`config.mk`:
```
export PLATFORM = sky130hd
export DESIGN_NAME = mac512_stream_sequencer
export DESIGN_NICKNAME = d
export VERILOG_FILES = /design/src/rtl/mac512_stream_sequencer.sv
export SDC_FILE = /design/constraint.sdc
export NUM_CORES = 2
export LEC_CHECK = 0
export CAP_MARGIN = 20
export CORE_AREA = 10 10 423 425
export DETAILED_ROUTE_END_ITERATION = 8
export DIE_AREA = 0 0 433 435
export DONT_BUFFER_PORTS = 1
export SLEW_MARGIN = 5
export SYNTH_ARGS = -nofsm -noshare
export SYNTH_HDL_FRONTEND = slang
export SYNTH_SLANG_ARGS = --single-unit
```
`constraint.sdc`:
```
create_clock -name clk -period 66.3 [get_ports clk]
set_input_delay 6.63 -clock clk [delete_from_list [all_inputs] [get_ports clk]]
set_output_delay 6.63 -clock clk [all_outputs]
set_load 0.005 [all_outputs]
```
`src/rtl/mac512_stream_sequencer.sv`:
```
`default_nettype none
// ============================================================================
// Module   : mac512_stream_sequencer
// Purpose  : Word-stream front/back end for the 256x256 shift-add multiply-
//            accumulate core. Assembles operands A and B from WORD_W-bit input
//            words, clears the core for one cycle, enables it for MUL_CYCLES
//            cycles, captures the 2*OP_W product and streams it back out as
//            WORD_W-bit words, least-significant word first.
// Ports    : clk, rst         - clock, asynchronous active-high reset
//            in_data/in_valid/in_ready            - operand word stream
//            out_data/out_valid/out_ready/out_last - product word stream
//            busy             - high in CLEAR, RUN and CAPTURE
//            mul_a/mul_b/mul_en/mul_rst_n/mul_out - multiplier core pins
// Notes    : OP_W must be an integer multiple of WORD_W.
// Revision : 1.0 - initial release
// ============================================================================
module mac512_stream_sequencer #(
    parameter int WORD_W     = 32,
    parameter int OP_W       = 256,
    parameter int MUL_CYCLES = 256
) (
    input  logic                clk,
    input  logic                rst,
    input  logic [WORD_W-1:0]   in_data,
    input  logic                in_valid,
    output logic                in_ready,
    output logic [WORD_W-1:0]   out_data,
    output logic                out_valid,
    input  logic                out_ready,
    output logic                out_last,
    output logic                busy,
    output logic [OP_W-1:0]     mul_a,
    output logic [OP_W-1:0]     mul_b,
    output logic                mul_en,
    output logic                mul_rst_n,
    input  logic [2*OP_W-1:0]   mul_out
);

    localparam int N_IN  = OP_W / WORD_W;
    localparam int N_OUT = 2 * N_IN;
    localparam int CNT_W = (N_OUT > 1) ? $clog2(N_OUT) : 1;
    localparam int CYC_W = (MUL_CYCLES > 1) ? $clog2(MUL_CYCLES) : 1;

    localparam logic [2:0] S_LOAD_A  = 3'd0;
    localparam logic [2:0] S_LOAD_B  = 3'd1;
    localparam logic [2:0] S_CLEAR   = 3'd2;
    localparam logic [2:0] S_RUN     = 3'd3;
    localparam logic [2:0] S_CAPTURE = 3'd4;
    localparam logic [2:0] S_UNLOAD  = 3'd5;

    logic [2:0]        state_q,     state_d;
    logic [CNT_W-1:0]  word_cnt_q,  word_cnt_d;
    logic [CYC_W-1:0]  cyc_cnt_q,   cyc_cnt_d;
    logic [OP_W-1:0]   mul_a_q,     mul_a_d;
    logic [OP_W-1:0]   mul_b_q,     mul_b_d;
    logic [2*OP_W-1:0] result_q,    result_d;
    logic              in_ready_q,  in_ready_d;
    logic              out_valid_q, out_valid_d;
    logic              out_last_q,  out_last_d;
    logic              busy_q,      busy_d;
    logic              mul_en_q,    mul_en_d;
    logic              mul_rst_n_q, mul_rst_n_d;

    // Handshakes use only the registered ready/valid, so no input reaches an
    // output combinationally.
    logic in_fire;
    logic out_fire;
    assign in_fire  = in_valid  & in_ready_q;
    assign out_fire = out_valid_q & out_ready;

    // ------------------------------------------------------------------
    // State register (plus counters and datapath registers)
    // ------------------------------------------------------------------
    always_ff @(posedge clk or posedge rst) begin
        if (rst) begin
            state_q     <= S_LOAD_A;
            word_cnt_q  <= '0;
            cyc_cnt_q   <= '0;
            mul_a_q     <= '0;
            mul_b_q     <= '0;
            result_q    <= '0;
            in_ready_q  <= 1'b0;
            out_valid_q <= 1'b0;
            out_last_q  <= 1'b0;
            busy_q      <= 1'b0;
            mul_en_q    <= 1'b0;
            mul_rst_n_q <= 1'b0;
        end else begin
            state_q     <= state_d;
            word_cnt_q  <= word_cnt_d;
            cyc_cnt_q   <= cyc_cnt_d;
            mul_a_q     <= mul_a_d;
            mul_b_q     <= mul_b_d;
            result_q    <= result_d;
            in_ready_q  <= in_ready_d;
            out_valid_q <= out_valid_d;
            out_last_q  <= out_last_d;
            busy_q      <= busy_d;
            mul_en_q    <= mul_en_d;
            mul_rst_n_q <= mul_rst_n_d;
        end
    end

    // ------------------------------------------------------------------
    // Next-state and counter logic
    // ------------------------------------------------------------------
    always_comb begin
        state_d    = state_q;
        word_cnt_d = word_cnt_q;
        cyc_cnt_d  = cyc_cnt_q;
        case (state_q)
            S_LOAD_A: begin
                if (in_fire) begin
                    if (word_cnt_q == CNT_W'(N_IN - 1)) begin
                        state_d    = S_LOAD_B;
                        word_cnt_d = '0;
                    end else begin
                        word_cnt_d = word_cnt_q + 1'b1;
                    end
                end
            end
            S_LOAD_B: begin
                if (in_fire) begin
                    if (word_cnt_q == CNT_W'(N_IN - 1)) begin
                        state_d    = S_CLEAR;
                        word_cnt_d = '0;
                    end else begin
                        word_cnt_d = word_cnt_q + 1'b1;
                    end
                end
            end
            S_CLEAR: begin
                state_d   = S_RUN;
                cyc_cnt_d = '0;
            end
            S_RUN: begin
                if (cyc_cnt_q == CYC_W'(MUL_CYCLES - 1)) begin
                    state_d   = S_CAPTURE;
                    cyc_cnt_d = '0;
                end else begin
                    cyc_cnt_d = cyc_cnt_q + 1'b1;
                end
            end
            S_CAPTURE: begin
                state_d    = S_UNLOAD;
                word_cnt_d = '0;
            end
            S_UNLOAD: begin
                if (out_fire) begin
                    if (word_cnt_q == CNT_W'(N_OUT - 1)) begin
                        state_d    = S_LOAD_A;
                        word_cnt_d = '0;
                    end else begin
                        word_cnt_d = word_cnt_q + 1'b1;
                    end
                end
            end
            default: begin
                state_d    = S_LOAD_A;
                word_cnt_d = '0;
                cyc_cnt_d  = '0;
            end
        endcase
    end

    // ------------------------------------------------------------------
    // Operand assembly and product capture
    // ------------------------------------------------------------------
    always_comb begin
        mul_a_d  = mul_a_q;
        mul_b_d  = mul_b_q;
        result_d = result_q;
        for (int k = 0; k < N_IN; k++) begin
            if (word_cnt_q == CNT_W'(k)) begin
                if (state_q == S_LOAD_A && in_fire) mul_a_d[k*WORD_W +: WORD_W] = in_data;
                if (state_q == S_LOAD_B && in_fire) mul_b_d[k*WORD_W +: WORD_W] = in_data;
            end
        end
        // The core has been idle (mul_en low) for this cycle, so mul_out is settled.
        if (state_q == S_CAPTURE) result_d = mul_out;
    end

    // ------------------------------------------------------------------
    // Output decode. Decoded from the next state and registered, so every
    // output comes straight from a flop and sits at its reset value while
    // rst is held (in particular in_ready and mul_rst_n stay low).
    // ------------------------------------------------------------------
    always_comb begin
        in_ready_d  = (state_d == S_LOAD_A) || (state_d == S_LOAD_B);
        out_valid_d = (state_d == S_UNLOAD);
        out_last_d  = (state_d == S_UNLOAD) && (word_cnt_d == CNT_W'(N_OUT - 1));
        busy_d      = (state_d == S_CLEAR) || (state_d == S_RUN) || (state_d == S_CAPTURE);
        mul_en_d    = (state_d == S_RUN);
        mul_rst_n_d = (state_d != S_CLEAR);
    end

    // Output word mux over the captured product.
    always_comb begin
        out_data = '0;
        for (int k = 0; k < N_OUT; k++) begin
            if (word_cnt_q == CNT_W'(k)) out_data = result_q[k*WORD_W +: WORD_W];
        end
    end

    assign in_ready  = in_ready_q;
    assign out_valid = out_valid_q;
    assign out_last  = out_last_q;
    assign busy      = busy_q;
    assign mul_a     = mul_a_q;
    assign mul_b     = mul_b_q;
    assign mul_en    = mul_en_q;
    assign mul_rst_n = mul_rst_n_q;

endmodule
`default_nettype wire
```
==> reports/qor.txt <==
Status: finished clean
R2r startpoint: state_q[1]
Tmin final: 11.38 ns
Power Dens Cells: 43.0 nW/µm²
Placed Area: 46600 µm²
Post-route ant nets: 0
Tcrit/Tclk final: 17.2%
Final wirelength: 199000 µm
CORE AREA: 171000 µm²
Yosys cell types: 57
Reg clk slew, reported paths: 0.07 ns
Final #Nets: 3800
Setup Skew: 0.0560 ns
Vias per cell: 5.30
Hold path depth: 1
Root buf cell: clkbuf_16
IO Pins: 1098
Setup Total Neg Slack: 0 ns
Post-CTS repair timing setup buffer count: 0
Hold_sp: result_q[405]
Fmax achieved: 0.0879 GHz
Worst reg2reg path depth: 6
Max-slew violations: 0
Post-synth EDFFs: 0
Static leakage: 23.0 nW
Quantity of gates resized following cts: 0
Synth Warn #: 0
Ys async rst share: 100%
Initial Util: 26.2%
Fin worst setup slack: 54.92 ns
Port-buffer cells: 0
Fraction of layout cells with a size suffix above 1: 37.8%
Pre-CTS setup slack: 55.82 ns
Worst setup EP type: output port
Maximum vdd drop: 26.0 µV
Worst R2R End: result_q[207]
GRT overflow: 0
Critical Path RT: 59.67 ns
First-pass GRT wire length: 266000 µm
Die area: 188000 µm²
Worst skew pair latency: 0.78 ns
Chip width: 433 µm
Hold-fix buffers at CTS: 0
Max-Cap Viols: 0
Largest net degree at the start of global routing: 179
Routed len/inst: 35.3 µm
Hold Violations, Final: 0
Die height: 435 µm
CP Max Fanout: 57
Worst Tran Pin Value: 1.19 ns
Num CTS Buffers: 114
Synth-to-layout area growth: 13.4%
Dpl hpwl: 151000 µm
Sink Count: 1045
Synthesized Nets: 3892
Initial antenna violation count: 186
Mapped Area: 44700 µm²
H-tree levels: 3
Relative slew slack: 20.6%
DR DRC count: 0
Type of the worst min-delay path: reg2reg
Vias in the first global route: 28607
GPL Wtd Cong: 0.949
R2R Setup Slk: 61.37 ns
RSZ-0062 raised after global routing: false
First-pass DRT Iterations: 6
Max Buffers Root-to-Sink: 3
Commonest non-fill, non-tap cell in the layout: dfrtp_1
Mean Syn Cell Area: 13.4 µm²
#FFs+latches synth: 1045
Gr usage total: 20.2%
Critical path startpoint category: flip-flop
Register area share after synthesis: 58.5%
CTS tree: yes
Setup Viol. Count Final: 0
Design area: 50700 µm²
WS Path Type: reg2out
CP arrival: 4.75 ns
Rows: 152
Syn Inst Count: 3339
DRT iter0 DRCs: 3325
Hold Path Sink: result_q[405]
Routed vias: 29880
Top_reg_cell synth: dfrtp_1
Commonest cells after routing, fill and taps aside: dfrtp_1 (1043), mux2_2 (969), nand2_1 (162), a21oi_1 (137), o21ai_0 (126)
==> logic make-up after synthesis <==
group           synth area share [%]
xor+xnor                      0.0784
mux                             24.7
compound gates                  7.98
buf+inv                         3.97
fa+ha+maj                      0.140
simple gates                    4.60
flops                           58.5
==> worst max path at each step <==
| stage | depth (start not counted) | to | startpoint |
|---|---|---|---|
| final | 9 | out_data[30] | word_cnt_q[0] |
| after global routing | 10 | out_data[21] | word_cnt_q[0] |
| after CTS | 9 | out_data[30] | word_cnt_q[0] |
| after detailed placement | 9 | out_data[30] | word_cnt_q[0] |
| after global placement | 10 | out_data[5] | word_cnt_q[0] |
| after floorplan | 1 | busy | rst |
==> per-layer routing <==
layer | vias up | GRT usage, % | share of wire [%]
met5 | - | 0 | 0.31
met2 | 1583 | 30.6 | 45
met3 | 450 | 8.15 | 11
met1 | 15785 | 25.7 | 40
li1 | 11962 | - | -
met4 | 100 | 7.89 | 3.4
==> final cells by class <==
cell class                      count  area [µm²]
Fill cell                       17138      120000
Sequential cell                  1045       26200
Multi-Input combinational cell   1961       16900
Clock buffer                      157        3250
Tap cell                         2233        2790
Clock inverter                     48         636
Timing Repair Buffer               69         537
Inverter                           56         220
Antenna cell                       74         185
==> cell usage after synthesis (all sizes together) (17+ instances only) <==
master,n,area (µm²)
dfrtp,1045,26200
mux2,979,11000
nand2,165,622
buf,161,1120
a21oi,137,686
o21ai,126,631
clkbuf,116,440
nor2,108,408
nand3,65,325
inv,54,203
a221oi,43,377
a211oi,34,255
a221o,31,310
o221ai,30,263
o21a,29,218
and3,20,125
nand2b,19,119
nand3b,17,128
nor3,17,96.4
o22ai,17,106
==> state kept, by name, summed over array words and instances, names as in the netlist <==
name,cells
mul_b,256
busy,1
cyc_cnt_q,8
out_valid,1
out_last,1
result_q,512
mul_rst_n,1
mul_a,256
mul_en,1
word_cnt_q,4
in_ready,1
state_q,3
==> critical path, stage by stage (launching register included) <==
cell and delay, ns:
dfrtp_1 0.51, inv_1 0.22, ha_4 0.47, buf_4 0.72
and3b_2 0.30, buf_4 0.41, nand2_1 0.13, o21ai_0 0.09
a2111oi_0 0.11, o32ai_1 0.94
==> metrics by stage <==
stage / utilization [%] / hold slack (ns) / total power, mW / std cells
after floorplan: - / 0.458 / 1.25 / 3339
after global placement: 27.3 / 0.470 / 1.51 / 5360
after detailed placement: 27.3 / 0.475 / 1.52 / 5363
after CTS: 29.6 / 0.491 / 2.18 / 5568
after global routing: 29.7 / 0.505 / 2.26 / 5614
final: 29.7 / 0.488 / 2.18 / 5643
==> where the power goes <==
group | internal [mW] | switching [mW]
combinational | 0.212 | 0.345
sequential | 0.788 | 0.169
clock | 0.379 | 0.283
total | 1.38 | 0.797
(Power assumes the default switching activity.)
